**config.mk**
```make
export PLATFORM = sky130hd
export DESIGN_NAME = nco_square_pwm_generator
export DESIGN_NICKNAME = d
export VERILOG_FILES = /design/src/rtl/nco_square_pwm_generator.sv
export SDC_FILE = /design/constraint.sdc
export NUM_CORES = 1
export LEC_CHECK = 0
export ABC_CLOCK_PERIOD_IN_PS = 10650
export CAP_MARGIN = 10
export CELL_PAD_IN_SITES_DETAIL_PLACEMENT = 1
export CELL_PAD_IN_SITES_GLOBAL_PLACEMENT = 1
export CORE_UTILIZATION = 55
export DETAILED_ROUTE_END_ITERATION = 7
export DONT_BUFFER_PORTS = 1
export PLACE_DENSITY_LB_ADDON = 0.1
export SYNTH_ARGS = -nofsm -noshare
export SYNTH_HDL_FRONTEND = slang
export SYNTH_SLANG_ARGS = --single-unit
```
**constraint.sdc**
```tcl
create_clock -name clk -period 10.65 [get_ports clk]
set_clock_uncertainty 0.05 [all_clocks]
set_input_delay 2.13 -clock clk [delete_from_list [all_inputs] [get_ports clk]]
set_output_delay 2.13 -clock clk [all_outputs]
set_load 0.01 [all_outputs]
```
**src/rtl/nco_square_pwm_generator.sv**
```systemverilog
// Phase-accumulator NCO producing a square or PWM waveform with control updates
// taken only at period boundaries, and a stop that always finishes the current period.
module nco_square_pwm_generator #(
    parameter int unsigned ACC_W   = 24,
    parameter int unsigned CTRL_W  = 3,
    parameter int unsigned DUTY_W  = 8,
    parameter int unsigned STEP_LO = 1677722,
    parameter int unsigned STEP_HI = 1678
) (
    input  logic              clk,
    input  logic              rst_n,
    input  logic              enable,
    input  logic              range,
    input  logic [CTRL_W-1:0] control_frequency,
    input  logic              mode,
    input  logic [DUTY_W-1:0] duty,
    output logic              square_wave,
    output logic              period_tick,
    output logic              active
);

    localparam int unsigned ReqW = ACC_W + CTRL_W;
    localparam logic [ReqW-1:0] IncMax = ReqW'(1) << (ACC_W - 1);

    typedef enum logic {StIdle, StRun} state_e;

    state_e              state_q, state_d;
    logic [ACC_W-1:0]    acc_q, acc_d;
    logic [ACC_W-1:0]    inc_q, inc_d;
    logic [DUTY_W-1:0]   duty_q, duty_d;
    logic                mode_q, mode_d;
    logic                square_d, tick_d;

    logic [ReqW-1:0]     cf_plus1, step_sel, inc_req;
    logic [ACC_W-1:0]    inc_new;
    logic [ACC_W:0]      sum;
    logic                wrap, load;

    function automatic logic wave(input logic [ACC_W-1:0] a, input logic m,
                                  input logic [DUTY_W-1:0] d);
        return m ? (a[ACC_W-1 -: DUTY_W] < d) : ~a[ACC_W-1];
    endfunction

    // Requested increment, clamped so the output never exceeds fclk/2.
    always_comb begin
        cf_plus1 = ReqW'(control_frequency) + ReqW'(1);
        step_sel = range ? ReqW'(STEP_HI) : ReqW'(STEP_LO);
        inc_req  = cf_plus1 * step_sel;
        inc_new  = (inc_req >= IncMax) ? IncMax[ACC_W-1:0] : inc_req[ACC_W-1:0];
    end

    always_ff @(posedge clk or negedge rst_n) begin
        if (!rst_n) begin
            state_q     <= StIdle;
            acc_q       <= '0;
            inc_q       <= '0;
            duty_q      <= '0;
            mode_q      <= 1'b0;
            square_wave <= 1'b0;
            period_tick <= 1'b0;
        end else begin
            state_q     <= state_d;
            acc_q       <= acc_d;
            inc_q       <= inc_d;
            duty_q      <= duty_d;
            mode_q      <= mode_d;
            square_wave <= square_d;
            period_tick <= tick_d;
        end
    end

    always_comb begin
        sum  = {1'b0, acc_q} + {1'b0, inc_q};
        wrap = (state_q == StRun) && sum[ACC_W];
    end

    always_comb begin
        state_d = state_q;
        unique case (state_q)
            StIdle:  if (enable) state_d = StRun;
            StRun:   if (wrap && !enable) state_d = StIdle;
            default: state_d = StIdle;
        endcase
    end

    // Shadows switch on the same edge as the wave, so a new period starts with new settings.
    always_comb begin
        load     = ((state_q == StIdle) && enable) || wrap;
        inc_d    = load ? inc_new : inc_q;
        duty_d   = load ? duty : duty_q;
        mode_d   = load ? mode : mode_q;
        tick_d   = wrap;
        acc_d    = '0;
        square_d = 1'b0;
        if (state_q == StIdle) begin
            if (enable) square_d = wave('0, mode_d, duty_d);
        end else if (!(wrap && !enable)) begin
            acc_d    = sum[ACC_W-1:0];
            square_d = wave(sum[ACC_W-1:0], mode_d, duty_d);
        end
    end

    assign active = (state_q == StRun);

endmodule

```
# Word level (Yosys, flattened, before mapping)
# Cells that the tools add are included.
[word_totals]
reg_bits = 60
output_inout_bits = 3
wordCells = 34
[classes]
addsub = 2
n_mul = 1
muxes = 14
n_reduce_logical = 5
bitwise = 2
order_cmp = 3
[op_table]
columns = ["op", "n"]
rows = [
  ["two-way mux 24 bit", 3],
  ["adder 24 x 24 -> 25 bit", 1],
  ["greater-or-equal comparator 25 x 24 -> 1 bit, second input constant", 1],
  ["multiplier 4 x 21 -> 25 bit", 1],
  ["two-way mux 21 bit", 1],
  ["< comparator 1 x 8 -> 1 bit, first input constant", 1],
  ["< comparator 8 bit", 1],
  ["two-way mux 1 bit", 8],
  ["two-way mux 8 bit", 1],
  ["adder 3 x 1 -> 4 bit, second input constant", 1],
  ["logical AND 1 bit", 3],
  ["inverter 1 bit", 2],
  ["one-hot mux 1 bit (2 select lines)", 1],
  ["logical NOT 1 bit", 1],
  ["logical OR 1 bit", 1],
]

# Longest topological paths before layout
# Gate-level depths: netlist of the first run.
[depth]
depth_word = 8
ltp_mapped = 18
ltp_nobuf = 17

# Least setup slack after synthesis of the first run
# Ideal clock, no wire load.
[synth_timing]
path_type = "input port to flip-flop"
startpoint = "in control_frequency[0]"
endpoint = "reg inc_q[20]"
arrival_ps = 5967
setup_time_ps = 66
required_time_ps = 10534
path_stages = 17
setup_slack_ps = 4567
path_cell_list = "ha_1 > xor2_1 > and2_1 > fa_1 > inv_1 > fa_1 > inv_1 > ha_1 > a211oi_2 > o21ai_1 > a31oi_2 > o211ai_1 > a221oi_2 > nor4b_1 > nor4_4 > buf_6 > a22o_1"
[synth_via]
elab_chain_len = 4
[synth_rtl]
columns = ["item", "line_no", "text"]
rows = [
  ["start: declaration", "14", "input logic [CTRL_W-1:0] control_frequency,"],
  ["adder 3 x 1 -> 4 bit (*)", "46", "cf_plus1 = ReqW'(control_frequency) + ReqW'(1);"],
  ["multiplier 4 x 21 -> 25 bit (*)", "48", "inc_req = cf_plus1 * step_sel;"],
  ["greater-or-equal comparator 25 x 24 -> 1 bit", "49", "inc_new = (inc_req >= IncMax) ? IncMax[ACC_W-1:0] : inc_req[ACC_W-1:0];"],
  ["two-way mux 24 bit (*)", "49", ""],
  ["end signal: assignment", "64", "inc_q <= inc_d;"],
  ["end: declaration", "29", "logic [ACC_W-1:0] inc_q, inc_d;"],
]
# Every way passes the cells marked *; elsewhere a longest branch is shown, timed or not.
# A chain may end at the register's enable or synchronous reset.

# Final worst setup path of the first run
[layout_timing]
startpoint = "in control_frequency[0]"
endpoint = "reg inc_q[15]"
# Same word-level chain as after synthesis.

==> impl_results.md, run 1 <==
- Run status: completed
- Switching share of power: 0.4597
- Layout Utilization: 0.6152
- 1st-iter DRT viols: 103
- Post-DP HPWL: 9206 µm
- Simple-Gate Fraction of Synth Area: 0.1557
- Comb pwr share: 0.627
- Routed Antenna Nets: 0
- Cell row count: 33
- Power per cell area: 328.6 mW/mm²
- Rel. slew slack: 0.2788
- P_sw: 0.0007789 W
- Clock latency at the later pin of the worst-skew pair: 0.34 ns
- Syn avg cell area: 9.611 µm²
- Register area share after synthesis: 0.2990
- Hold Slack: 0.4869 ns
- Yosys reg bits: 58
- Crit Path Class: input port to flip-flop
- GRT Util Overall: 0.2825
- Clock Pin Slew Worst Setup and Hold Paths: 0.07 ns
- Crit end category: flip-flop
- Startpoint type of the worst setup path: input port
- Num ports: 19
- Internal Power: 0.0009156 W
- Worst EP required: 10.87 ns
- Drt first pass iters: 5
- Post-Route Setup TNS: 0 ns
- Filler Cell Count: 981
- Tmin final: 6.775 ns
- Final worst setup slack: 3.875 ns
- Clock group share of total power: 0.137
- H-tree Lvls: 3
- Most common cell after layout, fill and taps aside: ha_1
- Post-Synth Adder-Cell Area: 0.2181
- Largest family of logic cells by synthesized area: adder cells
- Highest clock rate: 147.6 MHz
- Commonest non-fill, non-tap cells in the layout: ha_1 (67), dfrtp_1 (58), a21oi_1 (37), nor2_1 (36), inv_1 (31)
- IO Port Bufs: 0
- Cells along the critical path: ha_1, xor2_1, and2_1, fa_1, inv_1, fa_1, inv_1, fa_1, a211oi_1, o21a_1, o31ai_1, o211ai_1, nor3_1, nor4_4, a32o_1
- Die height: 95.94 µm
- CP most frequent cell: fa_1
- Max-cap viol count: 0
- Multiplexer area fraction after synthesis: 0.02320
- CP max stage delay: 0.95 ns
- RSZ-0062 raised after global routing: no
- Fin crit share: 0.6361
- Worst Hold Class: flip-flop to flip-flop
- Cells after Synth: 505
- Vias in the first global route: 4,078
- Number of synthesized flops with an enable pin: 0
- CTS tree: done
- YS warnings: 0
- Die Area: 0.009204 mm²
- Main flop type after synthesis: dfrtp_1
- Initial antenna violation count: 0
- Post-CTS Repair Setup Buffers: 0
- Post-CTS Hold Fix Bufs: 0
- Post-route DRC: 0
- Drt total wl: 11,920 µm
- First-pass GRT wire length: 19,640 µm
- CP max-delay cell: nor4_4
- Core Region: 0.008382 mm²
- Max FO, Critical Path: 23
- Layout cell share with drive strength beyond 1: 0.06667
- Peak supply drop: 0.1029 mV
- Ys async rst share: 1.000
- Compound-Gate Fraction of Synth Area: 0.2109
- CTS Buf Count: 9
- Grt total ovfl: 0
- Max Slew Vio Count: 0
- Routability cong.: 0.8422
- Routed vias/inst: 6.221
- Crit path arrival time: 7.00 ns
- Final setup viols: 0
- Synth unique cells: 59
- Chip width: 95.94 µm
- Post-Syn Area: 0.004853 mm²
- Final net count: 599
- Post-CTS Resized: 0
- Critical path's top delay family: adder cells
- Syn-to-layout area delta: 6.239%
- Place WS: 3.606 ns
- CP Buf/Inv Count: 2
- Routed WL per cell: 19.38 µm
- Initial Util: 0.5790
- Pleak: 2.535 nW
- Pin count of the biggest net entering global routing: 59
- Diodes inserted: 0
- Net Count, Synth: 599
- CTS sink cnt: 58
- Final Hold Viols: 0
- Clk root buf: clkbuf_8
- Longest Clk Path Bufs: 2
- Worst slew pin tran: 1.074 ns
- Routed via count: 3,826
- XOR/XNOR Fraction of Synth Area: 0.05594
- Seq pwr share: 0.236
[cells by family after synthesis]
family | Yosys count
AOI/OAI and AO/OA | 146
xor gates and xnor gates | 31
adders and majority gates | 78
buffers and inverters | 43
DFF | 58
muxes | 11
and+or+nand+nor | 138
[metrics by stage]
| stage | area, µm² | total power, W | std cells |
|---|---|---|---|
| final | 5156 | 0.001694 | 615 |
| after detailed placement | 4928 | 0.001433 | 599 |
| after global routing | 5156 | 0.001836 | 615 |
| after floorplan | 4853 | 0.001192 | 505 |
| after CTS | 5156 | 0.001694 | 615 |
| after global placement | 4928 | 0.001352 | 599 |
[path summary, 6_finish.rpt]
kind                       slack [ns]            startpoint     endpoint  cells past startpoint
max                              3.88  control_frequency[0]    inc_q[15]                     15
min                              0.49             duty_q[3]    duty_q[3]                      2
max reg2reg                      6.50              inc_q[1]  square_wave                     14
min reg2reg                      0.49             duty_q[3]    duty_q[3]                      2
max in group asynchronous        9.02                 rst_n    acc_q[23]                      0
min in group asynchronous        1.43                 rst_n     acc_q[7]                      0
[metal layers]
layer,global-route usage,vias up,part of all wire
li1,-,1849,-
met1,0.3383,1913,0.46
met2,0.5280,51,0.51
met3,0.03870,13,0.018
met4,0.07214,0,0.011
met5,0,-,0
[worst register-to-register path, cell delays in order, from the launching register on]
cell       delay [ns]
dfrtp_1          0.40
ha_1             0.23
fa_1             0.42
a21oi_1          0.21
o22ai_1          0.13
a2111o_1         0.51
a31oi_1          0.27
o21bai_1         0.18
mux2i_1          0.18
o2111ai_1        0.29
ha_1             0.41
and4_1           0.22
o21ai_0          0.09
o311ai_1         0.28
o311ai_1         0.13
[cell type report]
class | instances | area [µm²] | area share
Timing Repair Buffer | 1 | 7.507 | 0.001456
Tap cell | 105 | 131.4 | 0.02548
Clock buffer | 10 | 137.6 | 0.02669
Clock inverter | 6 | 90.09 | 0.01747
Sequential cell | 58 | 1451 | 0.2815
Multi-Input combinational cell | 404 | 3222 | 0.6248
Inverter | 31 | 116.4 | 0.02257
[power groups by stage]
stage          combinational (W)  sequential [W]  clock [W]
2_1_floorplan           0.000816        0.000376          0
3_3_place_gp            0.000956        0.000396          0
3_5_place_dp             0.00103        0.000403          0
4_1_cts                  0.00106        0.000401   0.000235
5_1_grt                  0.00118        0.000413   0.000244
6_report                 0.00106        0.000400   0.000232
[cells in the mapped netlist, types with 2 or more instances]
cell / number / share of area
a211oi_1: 5 / 0.0077
a21boi_0: 2 / 0.0031
a21o_1: 13 / 0.020
a21oi_1: 37 / 0.038
a22o_1: 21 / 0.038
a311oi_1: 2 / 0.0036
a31oi_1: 2 / 0.0026
and2_1: 14 / 0.018
and3_1: 5 / 0.0064
and4_1: 3 / 0.0054
buf_2: 3 / 0.0031
buf_6: 2 / 0.0046
clkbuf_1: 7 / 0.0054
dfrtp_1: 58 / 0.30
fa_1: 11 / 0.045
ha_1: 67 / 0.17
inv_1: 31 / 0.024
mux2_2: 2 / 0.0046
mux2i_1: 9 / 0.019
nand2_1: 21 / 0.016
nand2b_1: 9 / 0.012
nand3_1: 8 / 0.0082
nand4_1: 3 / 0.0039
nor2_1: 36 / 0.028
nor2b_1: 4 / 0.0052
nor3_1: 12 / 0.012
nor3b_1: 4 / 0.0062
nor4_1: 3 / 0.0039
nor4b_1: 3 / 0.0054
o2111ai_1: 2 / 0.0036
o211ai_1: 6 / 0.0093
o21a_1: 8 / 0.012
o21ai_0: 21 / 0.022
o21ai_1: 4 / 0.0041
o21bai_1: 5 / 0.0077
o311ai_1: 2 / 0.0036
o31ai_1: 3 / 0.0046
or2_2: 5 / 0.0064
or3_1: 3 / 0.0039
xnor2_1: 17 / 0.031
xor2_1: 14 / 0.025
[sequential cells by signal (all words and copies together) (netlist names)]
signal and cells:
acc_q 23, inc_q 23, duty_q 8, active 1, mode_q 1, period_tick 1
square_wave 1
Note: power is estimated with default switching activity, not from simulation.
==> run 2, diff against run 1 <==
--- a/config.mk
+++ b/config.mk
@@ -5,11 +5,11 @@
 export SDC_FILE = /design/constraint.sdc
 export NUM_CORES = 1
 export LEC_CHECK = 0
-export ABC_CLOCK_PERIOD_IN_PS = 10650
+export ABC_CLOCK_PERIOD_IN_PS = 6800
 export CAP_MARGIN = 10
 export CELL_PAD_IN_SITES_DETAIL_PLACEMENT = 1
 export CELL_PAD_IN_SITES_GLOBAL_PLACEMENT = 1
-export CORE_UTILIZATION = 55
+export CORE_UTILIZATION = 51
 export DETAILED_ROUTE_END_ITERATION = 7
 export DONT_BUFFER_PORTS = 1
 export PLACE_DENSITY_LB_ADDON = 0.1
==> constraint.sdc (replaced) <==
create_clock -name clk -period 6.8 [get_ports clk]
set_clock_uncertainty 0.05 [all_clocks]
set_input_delay 1.36 -clock clk [delete_from_list [all_inputs] [get_ports clk]]
set_output_delay 1.36 -clock clk [all_outputs]
set_load 0.01 [all_outputs]
==> run 2 against run 1 <==
  * Utilization down 5.4 points
  * First-iteration DRC count down 14%
  * Via count down 2.3%
  * Sequential power up 56%
  * Cell count up 4.1%
  * Largest power group unchanged
  * Largest cell class unchanged
==> impl_results.md, run 2 (synthesis results as in run 1) <==
- Run status: completed
- Comb pwr share: 0.622 (-0.005)
- Cells along the critical path: ha_1, xor2_1, and2_1, fa_1, inv_1, fa_1, inv_1, ha_1, a211oi_2, o21ai_1, a31oi_2, o211ai_1, a221oi_2, nor4b_1, nor4_4, buf_4, a32o_1
- CTS tree: done
- CP max stage delay: 0.46 ns (-0.49 ns)
- CP Buf/Inv Count: 3 (+1)
- Crit Path Class: input port to flip-flop
- Power per cell area: 494.9 mW/mm² (+51%)
- DRT met1 WL: 5212 µm (-4.4%)
- IO Port Bufs: 0 (unchanged)
- Syn-to-layout area delta: 6.832%
- Rel. slew slack: 0.5471 (+0.2684)
- Layout cell share with drive strength beyond 1: 0.06654 (-0.0001305)
- Max-cap viol count: 0 (unchanged)
- Initial antenna violation count: 0 (unchanged)
- Highest clock rate: 183.0 MHz
- Switching share of power: 0.4425 (-0.01713)
- Post-DP HPWL: 8743 µm (-5.0%)
- Uppermost routed layer: met4
- CTS Buf Count: 9 (unchanged)
- Routed via count: 3,737 (-2.3%)
- CP max-delay cell: a221oi_2
- Tmin final: 5.464 ns
- Crit end category: flip-flop
- Routability cong.: 0.8355 (-0.80%)
- Clock Pin Slew Worst Setup and Hold Paths: 0.06 ns (about the same)
- Max Slew Vio Count: 0 (unchanged)
- Routed WL per cell: 16.81 µm (-13%)
- WL met3: 229 µm (+8.0%)
- Most common cell after layout, fill and taps aside: ha_1
- First-pass GRT wire length: 18,540 µm (-5.6%)
- Pleak: 2.537 nW (about the same)
- Layout Utilization: 0.5611 (-0.05403)
- Commonest non-fill, non-tap cells in the layout: ha_1 (67), dfrtp_1 (58), a21oi_1 (37), nor2_1 (36), inv_1 (31)
- Diodes inserted: 0 (unchanged)
- Peak supply drop: 0.1443 mV (+40%)
- Final Hold Viols: 0 (unchanged)
- Critical path's top delay family: compound AO/OA/AOI/OAI gates
- Worst slew pin tran: 0.6793 ns (-0.3945 ns)
- Initial Util: 0.5253 (-0.05379)
- Final setup viols: 0 (unchanged)
- Worst Hold Class: flip-flop to flip-flop
- GRT Util Overall: 0.2348 (-0.04769)
- Max FO, Critical Path: 23 (unchanged)
- Post-CTS Hold Fix Bufs: 0 (unchanged)
- Grt total ovfl: 0 (unchanged)
- Longest Clk Path Bufs: 2 (unchanged)
- Seq pwr share: 0.243 (+0.007)
- P_sw: 0.001136 W (+46%)
- Routed vias/inst: 5.839 (-6.1%)
- Die Area: 0.009910 mm² (+7.7%)
- Post-CTS Repair Setup Buffers: 0 (unchanged)
- Crit path arrival time: 5.68 ns (-1.32 ns)
- Cell row count: 35 (+6.1%)
- Startpoint type of the worst setup path: input port
- H-tree Lvls: 3 (unchanged)
- Routed Antenna Nets: 0 (unchanged)
- Die height: 99.55 µm (+3.8%)
- Drt total wl: 10,760 µm (-9.7%)
- Top flop regs: acc_q (23), inc_q (23), duty_q (8)
- RSZ-0062 raised after global routing: no
- Post-route DRC: 0 (unchanged)
- Vias in the first global route: 3,969 (-2.7%)
- Internal Power: 0.001430 W (+56%)
- Core Region: 0.009240 mm² (+10%)
- Worst EP required: 7.02 ns (-3.85 ns)
- Post-CTS Resized: 0 (unchanged)
- CTS sink cnt: 58 (unchanged)
- Post-Route Setup TNS: 0 ns (unchanged)
- Met2 WL: 5245 µm (-14%)
- Num ports: 19 (unchanged)
- Drt first pass iters: 4 (-1)
- 1st-iter DRT viols: 89 (-14%)
- Fin crit share: 0.8036
- Chip width: 99.55 µm (+3.8%)
- Clock latency at the later pin of the worst-skew pair: 0.34 ns (about the same)
- Clock group share of total power: 0.135 (-0.002)
- Clk root buf: clkbuf_8
- Pin count of the biggest net entering global routing: 59 (unchanged)
- Final net count: 600 (+0.17%)
[run 2: changes by cell type in the layout (fill, tap and decap cells not counted), sizes merged]
cell,before,now
buf,1,2
clkbuf,10,11
clkinv,3,2
[run 2: per-stage QoR]
step	area [µm²]	hold WS, ns	instances	power, W	setup WS (ns)
2_1_floorplan	4853	0.4198	505	0.001866	1.487
3_3_place_gp	4966	0.4504	624	0.002134	1.174
3_5_place_dp	4966	0.4716	624	0.002221	0.9772
4_1_cts	5185	0.4856	640	0.002589	1.314
5_1_grt	5185	0.5002	640	0.002814	1.010
6_report	5185	0.4782	640	0.002566	1.336
[run 2: per-layer routing]
| metal | GRT usage | up-vias |
|---|---|---|
| met5 | 0 | - |
| met4 | 0.05543 | 0 |
| met3 | 0.03514 | 6 |
| met2 | 0.4156 | 44 |
| met1 | 0.3016 | 1827 |
| li1 | - | 1860 |
[run 2: worst paths after layout]
check	cells past startpoint	end	start	slack, ns
worst max register to register	14	square_wave	inc_q[1]	2.67
max in group asynchronous	0	inc_q[17]	rst_n	5.93
worst min-delay path	1	inc_q[19]	inc_q[19]	0.48
worst min register to register	1	inc_q[19]	inc_q[19]	0.48
min in group asynchronous	0	acc_q[8]	rst_n	0.66
worst max-delay path	17	inc_q[15]	control_frequency[0]	1.34
[run 2: layout make-up]
cell class,instances,area (µm²)
tap,129,161.4
clock buffer,11,141.4
sequential,58,1451
clock inverter,5,77.57
fill,1041,4055
multi-input combinational,404,3222
timing repair buffer,2,15.01
inverter,31,116.4
[run 2: power groups by stage]
| stage | Sequential (W) | Clock [W] | Combinational [W] |
|---|---|---|---|
| 2_1_floorplan | 0.000588 | 0 | 0.00128 |
| 3_3_place_gp | 0.000621 | 0 | 0.00151 |
| 3_5_place_dp | 0.000630 | 0 | 0.00159 |
| 4_1_cts | 0.000624 | 0.000356 | 0.00161 |
| 5_1_grt | 0.000641 | 0.000369 | 0.00180 |
| 6_report | 0.000623 | 0.000347 | 0.00160 |
